## src/rtl/slc3_mem_pkg.sv

```systemverilog
// Shared types and constants for the SLC-3 memory bridge.
package slc3_mem_pkg;

  // Bridge controller states
  typedef enum logic [1:0] {
    S_INIT  = 2'd0,
    S_IDLE  = 2'd1,
    S_READ  = 2'd2,
    S_WRITE = 2'd3
  } mem_state_t;

  localparam int DW_DEFAULT = 16;
  localparam int RD_LAT_MAX = 7;

  // Value of the 3-bit latency counter on the final READ cycle
  function automatic logic [2:0] lat_last(input int rd_lat);
    return 3'(rd_lat - 1);
  endfunction

endpackage

```

## src/rtl/mem_init_loader.sv

```systemverilog
// Post-reset copier: walks the init ROM and produces an aligned RAM write port.
module mem_init_loader
  import slc3_mem_pkg::*;
#(
  parameter int AW         = 10,
  parameter int DW         = DW_DEFAULT,
  parameter int INIT_WORDS = 256
) (
  input  logic          clk,
  input  logic          rst_n,
  output logic [AW-1:0] rom_addr,
  input  logic [DW-1:0] rom_data,
  output logic          wr_en,
  output logic [AW-1:0] wr_addr,
  output logic [DW-1:0] wr_data,
  output logic          last,
  output logic          done
);

  localparam int CW = $clog2(INIT_WORDS + 1);
  localparam logic [CW-1:0] INIT_CNT = CW'(INIT_WORDS);

  logic [CW-1:0] cnt_r;
  logic [AW-1:0] rom_addr_r;
  logic [AW-1:0] wr_addr_r;
  logic          wr_en_r;
  logic          done_r;
  logic          last_s;

  // The final write is in flight once every ROM word has been requested
  assign last_s   = wr_en_r & (cnt_r == INIT_CNT);

  assign rom_addr = rom_addr_r;
  assign wr_en    = wr_en_r;
  assign wr_addr  = wr_addr_r;
  // ROM data arrives one cycle after its address, i.e. alongside wr_addr_r
  assign wr_data  = rom_data;
  assign last     = last_s;
  assign done     = done_r;

  // Issue ROM reads and trail them by one cycle with the matching RAM write
  always_ff @(posedge clk or negedge rst_n) begin
    if (!rst_n) begin
      cnt_r      <= '0;
      rom_addr_r <= '0;
      wr_addr_r  <= '0;
      wr_en_r    <= 1'b0;
      done_r     <= 1'b0;
    end else begin
      if (cnt_r < INIT_CNT) begin
        cnt_r      <= cnt_r + CW'(1);
        rom_addr_r <= rom_addr_r + AW'(1);
        wr_addr_r  <= rom_addr_r;
        wr_en_r    <= 1'b1;
      end else begin
        wr_en_r    <= 1'b0;
      end
      if (last_s) begin
        done_r <= 1'b1;
      end else begin
        done_r <= done_r;
      end
    end
  end

endmodule

```

## src/rtl/slc3_mem_bridge.sv

```systemverilog
// Bridge between the SLC-3 SRAM-style strobes and a synchronous on-chip RAM.
module slc3_mem_bridge
  import slc3_mem_pkg::*;
#(
  parameter int AW         = 10,
  parameter int DW         = DW_DEFAULT,
  parameter int RD_LAT     = 2,
  parameter int INIT_WORDS = 256
) (
  input  logic          Clk,
  input  logic          Reset_n,
  input  logic [15:0]   ADDR,
  input  logic          OE_n,
  input  logic          WE_n,
  input  logic [DW-1:0] Data_to_SRAM,
  output logic [DW-1:0] Data_from_SRAM,
  output logic          Ready,
  output logic          Busy,
  output logic [AW-1:0] rom_addr,
  input  logic [DW-1:0] rom_data,
  output logic [AW-1:0] mem_addr,
  output logic [DW-1:0] mem_wdata,
  output logic          mem_we,
  input  logic [DW-1:0] mem_rdata
);

  localparam logic [2:0] LAT_LAST = lat_last(RD_LAT);

  mem_state_t    state_r;
  logic          we_n_q_r;
  logic          wr_pend_r;
  logic [AW-1:0] wr_addr_r;
  logic [DW-1:0] wr_data_r;
  logic [AW-1:0] op_addr_r;
  logic [DW-1:0] op_data_r;
  logic [AW-1:0] last_addr_r;
  logic          valid_r;
  logic [2:0]    lat_cnt_r;
  logic [DW-1:0] rd_data_r;

  logic [AW-1:0] cpu_addr_s;
  logic          wr_evt_s;
  logic          rd_req_s;
  logic [AW-1:0] ld_addr_s;
  logic [DW-1:0] ld_wdata_s;
  logic          ld_we_s;
  logic          ld_last_s;
  logic          ld_done_s;
  logic          addr_hi_unused_s;

  mem_init_loader #(
    .AW         (AW),
    .DW         (DW),
    .INIT_WORDS (INIT_WORDS)
  ) u_loader (
    .clk      (Clk),
    .rst_n    (Reset_n),
    .rom_addr (rom_addr),
    .rom_data (rom_data),
    .wr_en    (ld_we_s),
    .wr_addr  (ld_addr_s),
    .wr_data  (ld_wdata_s),
    .last     (ld_last_s),
    .done     (ld_done_s)
  );

  // Upper CPU address bits alias onto the RAM and are deliberately dropped
  assign cpu_addr_s       = ADDR[AW-1:0];
  assign addr_hi_unused_s = ^ADDR;

  // One write event per WE_n falling edge; strobes are ignored while copying
  assign wr_evt_s = we_n_q_r & ~WE_n & (state_r != S_INIT);
  // Reads only with WE_n released, and only when the held data is stale
  assign rd_req_s = ~OE_n & WE_n & (~valid_r | (cpu_addr_s != last_addr_r));

  assign Data_from_SRAM = rd_data_r;
  assign Ready          = ld_done_s;
  assign Busy           = (state_r != S_IDLE) | wr_pend_r;

  // RAM port: loader owns it during INIT, the controller afterwards
  always_comb begin
    mem_addr  = cpu_addr_s;
    mem_wdata = op_data_r;
    mem_we    = 1'b0;
    case (state_r)
      S_INIT: begin
        mem_addr  = ld_addr_s;
        mem_wdata = ld_wdata_s;
        mem_we    = ld_we_s;
      end
      S_WRITE: begin
        mem_addr  = op_addr_r;
        mem_we    = 1'b1;
      end
      S_READ: begin
        mem_addr  = last_addr_r;
      end
      S_IDLE: begin
        mem_addr  = cpu_addr_s;
      end
      default: begin
        mem_addr  = cpu_addr_s;
      end
    endcase
  end

  // Controller FSM, write-edge capture and read-data register
  always_ff @(posedge Clk or negedge Reset_n) begin
    if (!Reset_n) begin
      state_r     <= S_INIT;
      we_n_q_r    <= 1'b1;
      wr_pend_r   <= 1'b0;
      wr_addr_r   <= '0;
      wr_data_r   <= '0;
      op_addr_r   <= '0;
      op_data_r   <= '0;
      last_addr_r <= '0;
      valid_r     <= 1'b0;
      lat_cnt_r   <= 3'd0;
      rd_data_r   <= '0;
    end else begin
      we_n_q_r <= WE_n;
      case (state_r)
        S_INIT: begin
          if (ld_last_s) begin
            state_r <= S_IDLE;
          end else begin
            state_r <= S_INIT;
          end
        end
        S_IDLE: begin
          if (wr_pend_r) begin
            // Snapshot so a newer capture cannot disturb the write in flight
            op_addr_r <= wr_addr_r;
            op_data_r <= wr_data_r;
            wr_pend_r <= 1'b0;
            valid_r   <= 1'b0;
            state_r   <= S_WRITE;
          end else if (rd_req_s) begin
            last_addr_r <= cpu_addr_s;
            lat_cnt_r   <= 3'd0;
            state_r     <= S_READ;
          end else begin
            state_r <= S_IDLE;
          end
        end
        S_READ: begin
          if (lat_cnt_r == LAT_LAST) begin
            rd_data_r <= mem_rdata;
            valid_r   <= 1'b1;
            state_r   <= S_IDLE;
          end else begin
            lat_cnt_r <= lat_cnt_r + 3'd1;
          end
        end
        S_WRITE: begin
          state_r <= S_IDLE;
        end
        default: begin
          state_r <= S_IDLE;
        end
      endcase
      // Placed last so a fresh capture wins over the clear in S_IDLE
      if (wr_evt_s) begin
        wr_pend_r <= 1'b1;
        wr_addr_r <= cpu_addr_s;
        wr_data_r <= Data_to_SRAM;
      end
    end
  end

endmodule

```

## config.mk

```make
export PLATFORM = sky130hd
export DESIGN_NAME = slc3_mem_bridge
export DESIGN_NICKNAME = d
export VERILOG_FILES = /design/src/rtl/slc3_mem_pkg.sv /design/src/rtl/mem_init_loader.sv /design/src/rtl/slc3_mem_bridge.sv
export SDC_FILE = /design/constraint.sdc
export NUM_CORES = 1
export LEC_CHECK = 0
export BUFFER_PORTS_ARGS = -buffer_cell sky130_fd_sc_hd__buf_2
export CORE_MARGIN = 3
export CORE_UTILIZATION = 54
export CTS_CLUSTER_SIZE = 28
export DETAILED_ROUTE_END_ITERATION = 10
export GPL_TIMING_DRIVEN = 0
export PLACE_DENSITY_LB_ADDON = 0.2
export SETUP_SLACK_MARGIN = 0.4
export SYNTH_ARGS = -nofsm -noshare
export SYNTH_HDL_FRONTEND = slang
export SYNTH_SLANG_ARGS = --single-unit
```

## constraint.sdc

```tcl
create_clock -name Clk -period 2.25 [get_ports Clk]
set_input_delay 0.1125 -clock Clk [delete_from_list [all_inputs] [get_ports Clk]]
set_output_delay 0.1125 -clock Clk [all_outputs]
set_load 0.01 [all_outputs]
```

**Word level (Yosys, flattened, before mapping)**

Cells that the tools add are included.

- Magnitude comparators: 1
- Reduce and logical (&&, ||, !) cells: 9
- Bitwise logic cells: 11
- $add $sub $neg: 3
- Mux-type cells: 18
- Equal/unequal tests: 12

Operators with widths:

| cell | number |
|---|---|
| 10-bit one-hot mux with 4 select lines | 1 |
| 16-bit two-way mux | 1 |
| 10-bit by 1-bit adder with 10-bit output (second input constant) | 1 |
| 10-bit != test | 1 |
| 2-bit != test (second input constant) | 5 |
| 9-bit by 1-bit adder with 9-bit output (second input constant) | 1 |
| 9-bit == test (second input constant) | 1 |
| 9-bit less-than comparator (second input constant) | 1 |
| 3-bit two-way mux | 3 |
| 2-bit one-hot mux with 4 select lines | 1 |
| 1-bit two-way mux | 6 |
| 2-bit two-way mux | 3 |
| 3-bit one-hot mux with 2 select lines | 1 |
| 3-bit AND reduction | 2 |
| 2-bit nonzero test | 3 |
| 1-bit bitwise AND | 5 |
| 2-bit == test (second input constant) | 2 |
| 1-bit inverter | 4 |
| 1-bit one-hot mux with 2 select lines | 2 |
| 2-bit AND reduction | 2 |
| 4-bit AND reduction | 1 |
| 3-bit by 1-bit adder with 3-bit output (second input constant) | 1 |
| 3-bit by 1-bit == test with 1-bit output (second input constant) | 1 |
| 2-bit by 1-bit == test with 1-bit output (second input constant) | 1 |
| other kinds (3) | 4 |

- Input port bits: 68
- Word-level logic and storage cells: 70
- Output and inout port bits: 55
- Register bits: 117

**Longest topological paths before layout**

- Depth in word-level cells: 6
- Gate-level depth with buffers: 8

**Hierarchy**

Synthesis repeated with hierarchy kept, for this count alone.

- Cells, all modules: 407
- Area total of the unflattened synthesis: 5515.3 um^2

By module, submodules not included:

| module | sequential area each (um^2) | cells an instance | area an instance (um^2) | times used |
|---|---|---|---|---|
| slc3_mem_bridge | 2153.3 | 294 | 4080.2 | 1 |
| mem_init_loader | 775.7 | 113 | 1435.1 | 1 |

**Worst setup path after synthesis**

OpenSTA, ideal clock, no wires.

- Path type: register -> register
- From: reg state_r[0]
- To: reg rd_data_r[10], in the netlist Data_from_SRAM[10]
- Clock period less this slack: 1918 ps
- Arrival time: 1793 ps
- Stages on the path, launching flop included: 7
- Setup time: 125 ps
- Setup slack: 332 ps
- Cell sequence: dfrtp_1 > inv_1 > ha_1 > clkbuf_1 > nand2_1 > clkbuf_1 > mux2_2

- Longest elaborated chain between the ends: 2

Ends and longest elaborated chain:

| what | RTL line | RTL |
|---|---|---|
| start: declaration | slc3_mem_bridge.sv:29 | `mem_state_t state_r;` |
| start signal: assignment | slc3_mem_bridge.sv:110 | `state_r <= S_INIT;` |
| start signal: assignment | slc3_mem_bridge.sv:126 | `state_r <= S_IDLE;` |
| start signal: assignment | slc3_mem_bridge.sv:128 | `state_r <= S_INIT;` |
| 2-bit == test | slc3_mem_bridge.sv:123 | `case (state_r)` |
| 2-bit AND reduction (no line) | -- |  |
| end signal: assignment | slc3_mem_bridge.sv:149 | `rd_data_r <= mem_rdata;` |
| end: declaration | slc3_mem_bridge.sv:39 | `logic [DW-1:0] rd_data_r;` |

Every way passes these cells.
A chain may end at the register's enable or synchronous reset.

**Final worst setup path**

- From: reg state_r[1]
- To: out mem_addr[7]

- Longest elaborated chain between the ends: 2
- Elaborated cells on any way between the ends: 5
- Classes of those cells: eq/ne (3); mux (1); reduce/logical (1)

Ends and longest elaborated chain:

| what | RTL line | RTL |
|---|---|---|
| 2-bit by 1-bit == test with 1-bit output, or another cell as far along | slc3_mem_bridge.sv:85 | `case (state_r)` |
| 10-bit one-hot mux with 4 select lines (*) | slc3_mem_bridge.sv:85 |  |
| end: declaration | slc3_mem_bridge.sv:21 | `output logic [AW-1:0] mem_addr,` |

Mark *: on every way between the ends. The rest lies on a longest branch, timed or not.

==> results.json <==
{
  "outcome": "finished, violations left",
  "failed_checks": "setup timing",
  "synth-edff-count": 0,
  "post-route-period-util_pct": 103,
  "fp.dieH_um": 105,
  "num_vias": 3974,
  "cp-endpoint": "mem_addr[7]",
  "top_level_ports": 123,
  "synthesis.nets": 463,
  "yosysMostFrequentCell": "dfrtp_1",
  "portion_of_the_post_synthesis_area_used_by_sequential_elements_pct": 55.7,
  "max_freq_mhz": 432,
  "worst_path_max_delay_cell": "dfrtp_1",
  "skew_pair_late_insertion_delay_ns": 0.51,
  "ys_seq_elements": 117,
  "post-route-min-period_ns": 2.31,
  "post_layout_utilization_of_the_core_pct": 80.8,
  "worst_setup_path_end_kind": "primary output",
  "gpl.final_weighted_congestion": 0.823,
  "detail_route.first_pass.iterations": 5,
  "cap_viol_max_count": 0,
  "tritoncts": "yes",
  "syn-mean-instance-area_um2": 13.6,
  "final_standard_cell_count_with_taps_included_and_fillers_excluded": 729,
  "timing_hold_violations_final": 0,
  "setup_slack_of_the_critical_path_after_layout_ns": -0.0642,
  "postSynthCellCount": 386,
  "cts_inserted_buffers": 17,
  "worst_slew_pin_slew_ns": 0.561,
  "path_clk_slew_ns": 0.06,
  "start_kind": "flip-flop",
  "top_cells_by_area_synth": "dfrtp_1 (55%), mux2_2 (22%), xnor2_1 (2.5%), ha_1 (2.1%), mux2i_1 (2.1%)",
  "remaining_drc_errors": 0,
  "post_drt_wl_per_cell_um": 18.1,
  "grt_first_pass_wirelength_mm": 20.4,
  "power.density_nw_per_um2": 1250,
  "drive_gt1_share_pct": 52.2,
  "netlist.area_leader.share_pct": 55.2,
  "final_max_slew_viol_count": 0,
  "core_area_um2": 9370,
  "post-synth-top-area-cell": "dfrtp_1",
  "port-buffer-count": 116,
  "gr-total-overflow": 0,
  "drt-initial-drc-count": 239,
  "floorplan.initialDensity_pct": 56.1,
  "data_required_time_of_the_worst_path_ns": 2.14,
  "fin_nets": 665,
  "regToRegSetupSlack_ns": 0.21,
  "endpoint_of_the_worst_slack_reg_to_reg_timing_path": "lat_cnt_r[2]$_DFFE_PN0P_",
  "critical_path.max_fanout": 5,
  "setup_violations_final": 3,
  "die_area_um2": 11000,
  "ir_worst_vdd_mv": 0.730,
  "rsz0062_at_grt": "yes",
  "synth_warnings": 0,
  "antenna_cells": 0,
  "dp_cells": 632,
  "postRouteWirelength_mm": 13.2,
  "grt_antenna_before_repair": 0,
  "critPathMaxStageDelay_ns": 0.47,
  "postRouteAntennaNets": 0,
  "cp_cell_sequence": "inv_2 -> ha_4 -> buf_8 -> clkbuf_16 -> a222oi_1 -> mux2i_1 -> buf_2",
  "cts.htree.levels": 4,
  "cts.sink_count": 117,
  "regToRegStartpoint": "state_r[1]$_DFFE_PN0P_",
  "synth.top_cells.by_count": "dfrtp_1 (116), mux2_2 (104), inv_1 (18)",
  "clock-root-buffer": "clkbuf_8",
  "cp.arrival_ns": 2.20,
  "core.rowCount": 35,
  "global_router_s_overall_resource_usage_pct": 23.3,
  "setup.worst_path.class": "flip-flop to primary output",
  "largest_net_degree_at_the_start_of_global_routing": 98,
  "detailed_place_hpwl_mm": 7.69,
  "ys_dominant_reg_cell": "dfrtp_1",
  "area_delta_synth_final_pct": 44.0,
  "reg2regPathDepth": 10,
  "avgViaCountPerCell": 5.45,
  "grt_pass1_vias": 4113,
  "cts-root-to-sink-buffers": 2,
  "leakage_nw": 3.55,
  "slew_headroom_pct": 62.6,
  "startpoint": "state_r[1]$_DFFE_PN0P_",
  "fp.dieW_um": 105,
  "asyncSetResetFlopFracSynth_pct": 100,
  "hold_path_class": "input port to asynchronous set/reset pin",
  "synthDistinctLibCells": 41,
  "synth_area_um2": 5260,
  "clock_skew_ns": 0.0138
}
per-layer routing:
| metal | part of all wire, % | track usage [%] | vias up |
|---|---|---|---|
| met5 | 0 | 0 | - |
| met4 | 1.3 | 7.31 | 0 |
| met3 | 5.7 | 5.31 | 20 |
| met2 | 50 | 39.2 | 168 |
| met1 | 43 | 30.1 | 1987 |
| li1 | - | - | 1799 |
cell type report:
type                    instances  area [um^2]
plain buffers                  16          198
clock buffers                  23          487
clock inverters                 8          145
fillers                       535         1800
inverters                      18         72.6
multi-input cells             235         2320
flip-flops and latches        117         2930
well taps                     129          161
repair buffers                183         1270
stage by stage:
| stage | setup slack [ns] | cell area, um^2 | hold slack, ns | setup TNS, ns | total power (W) |
|---|---|---|---|---|---|
| 2_1_floorplan | 0.452 | 5260 | -0.183 | 0 | 0.00499 |
| 3_3_place_gp | -0.290 | 6000 | 0.248 | -32.67 | 0.00573 |
| 4_1_cts | -0.0208 | 7380 | 0.0129 | -0.0298 | 0.00912 |
| 6_report | -0.0642 | 7580 | 0.00937 | -0.0836 | 0.00948 |
| 5_1_grt | -0.181 | 7580 | 0.0207 | -0.733 | 0.00990 |
| 3_5_place_dp | -0.0117 | 6040 | -0.0267 | -0.0117 | 0.00588 |
critical path: cells and delay by family (launching register included):
kind | cells | cell delay (ns)
multiplexers | 1 | 0.13
AO/OA/AOI/OAI | 1 | 0.37
adder cells (fa/ha/maj) | 1 | 0.18
buffers and inverters | 4 | 0.55
flip-flops | 1 | 0.47
state kept, by name (all words and copies together) (netlist names):
name / flops
wr_data_r: 16
u_loader.wr_en: 1
lat_cnt_r: 3
we_n_q_r: 1
u_loader.done: 1
u_loader.rom_addr: 10
op_data_r: 16
Data_from_SRAM: 16
wr_pend_r: 1
u_loader.wr_addr: 10
u_loader.cnt_r: 9
op_addr_r: 10
wr_addr_r: 10
state_r: 2
last_addr_r: 10
valid_r: 1
cell usage in the layout (no fill, tap or decap), drive strengths merged, types with 6 or more instances in the layout:
master	n
buf	147
dfrtp	116
mux2	105
dlygate4sd3	44
clkbuf	31
inv	18
xnor2	15
mux2i	11
xor2	11
nor2	11
nand2	11
a222oi	10
ha	9
nand4	8
nand3	6
a21oi	6
worst min path at each step:
stage / start / endpoint / cells past startpoint
final: Reset_n / Data_from_SRAM[0]$_DFFE_PN0P_ / 2
after global routing: Reset_n / Data_from_SRAM[0]$_DFFE_PN0P_ / 2
after CTS: Reset_n / Data_from_SRAM[3]$_DFFE_PN0P_ / 2
after detailed placement: Reset_n / Data_from_SRAM[3]$_DFFE_PN0P_ / 1
after global placement: WE_n / we_n_q_r$_DFF_PN1_ / 1
after floorplan: Reset_n / Data_from_SRAM[0]$_DFFE_PN0P_ / 0
what timing repair did:
action                                  4_1_cts  5_1_grt
endpoints found under the hold margin       169        0
pin swaps                                    11       10
setup buffers                                11        8
resized for setup                            47       32
endpoints found under the setup margin       92       67
gates cloned                                  2        1
hold buffers                                 44        0
where the power goes:
| group | leakage (nW) | internal (W) | total, W | switching (W) |
|---|---|---|---|---|
| clock | 0.306 | 0.00194 | 0.00286 | 0.000919 |
| sequential | 1.43 | 0.00286 | 0.00334 | 0.000483 |
| combinational | 1.82 | 0.00182 | 0.00328 | 0.00146 |
kinds of logic after synthesis:
| logic type | synth area share, % |
|---|---|
| multiplexers | 24.6 |
| adder cells (fa/ha/maj) | 2.14 |
| flip-flops | 55.7 |
| buffers and inverters | 2.74 |
| AND/OR/NAND/NOR | 5.35 |
| AO/OA/AOI/OAI | 5.11 |
| XOR/XNOR | 4.33 |
(Power assumes the default switching activity.)
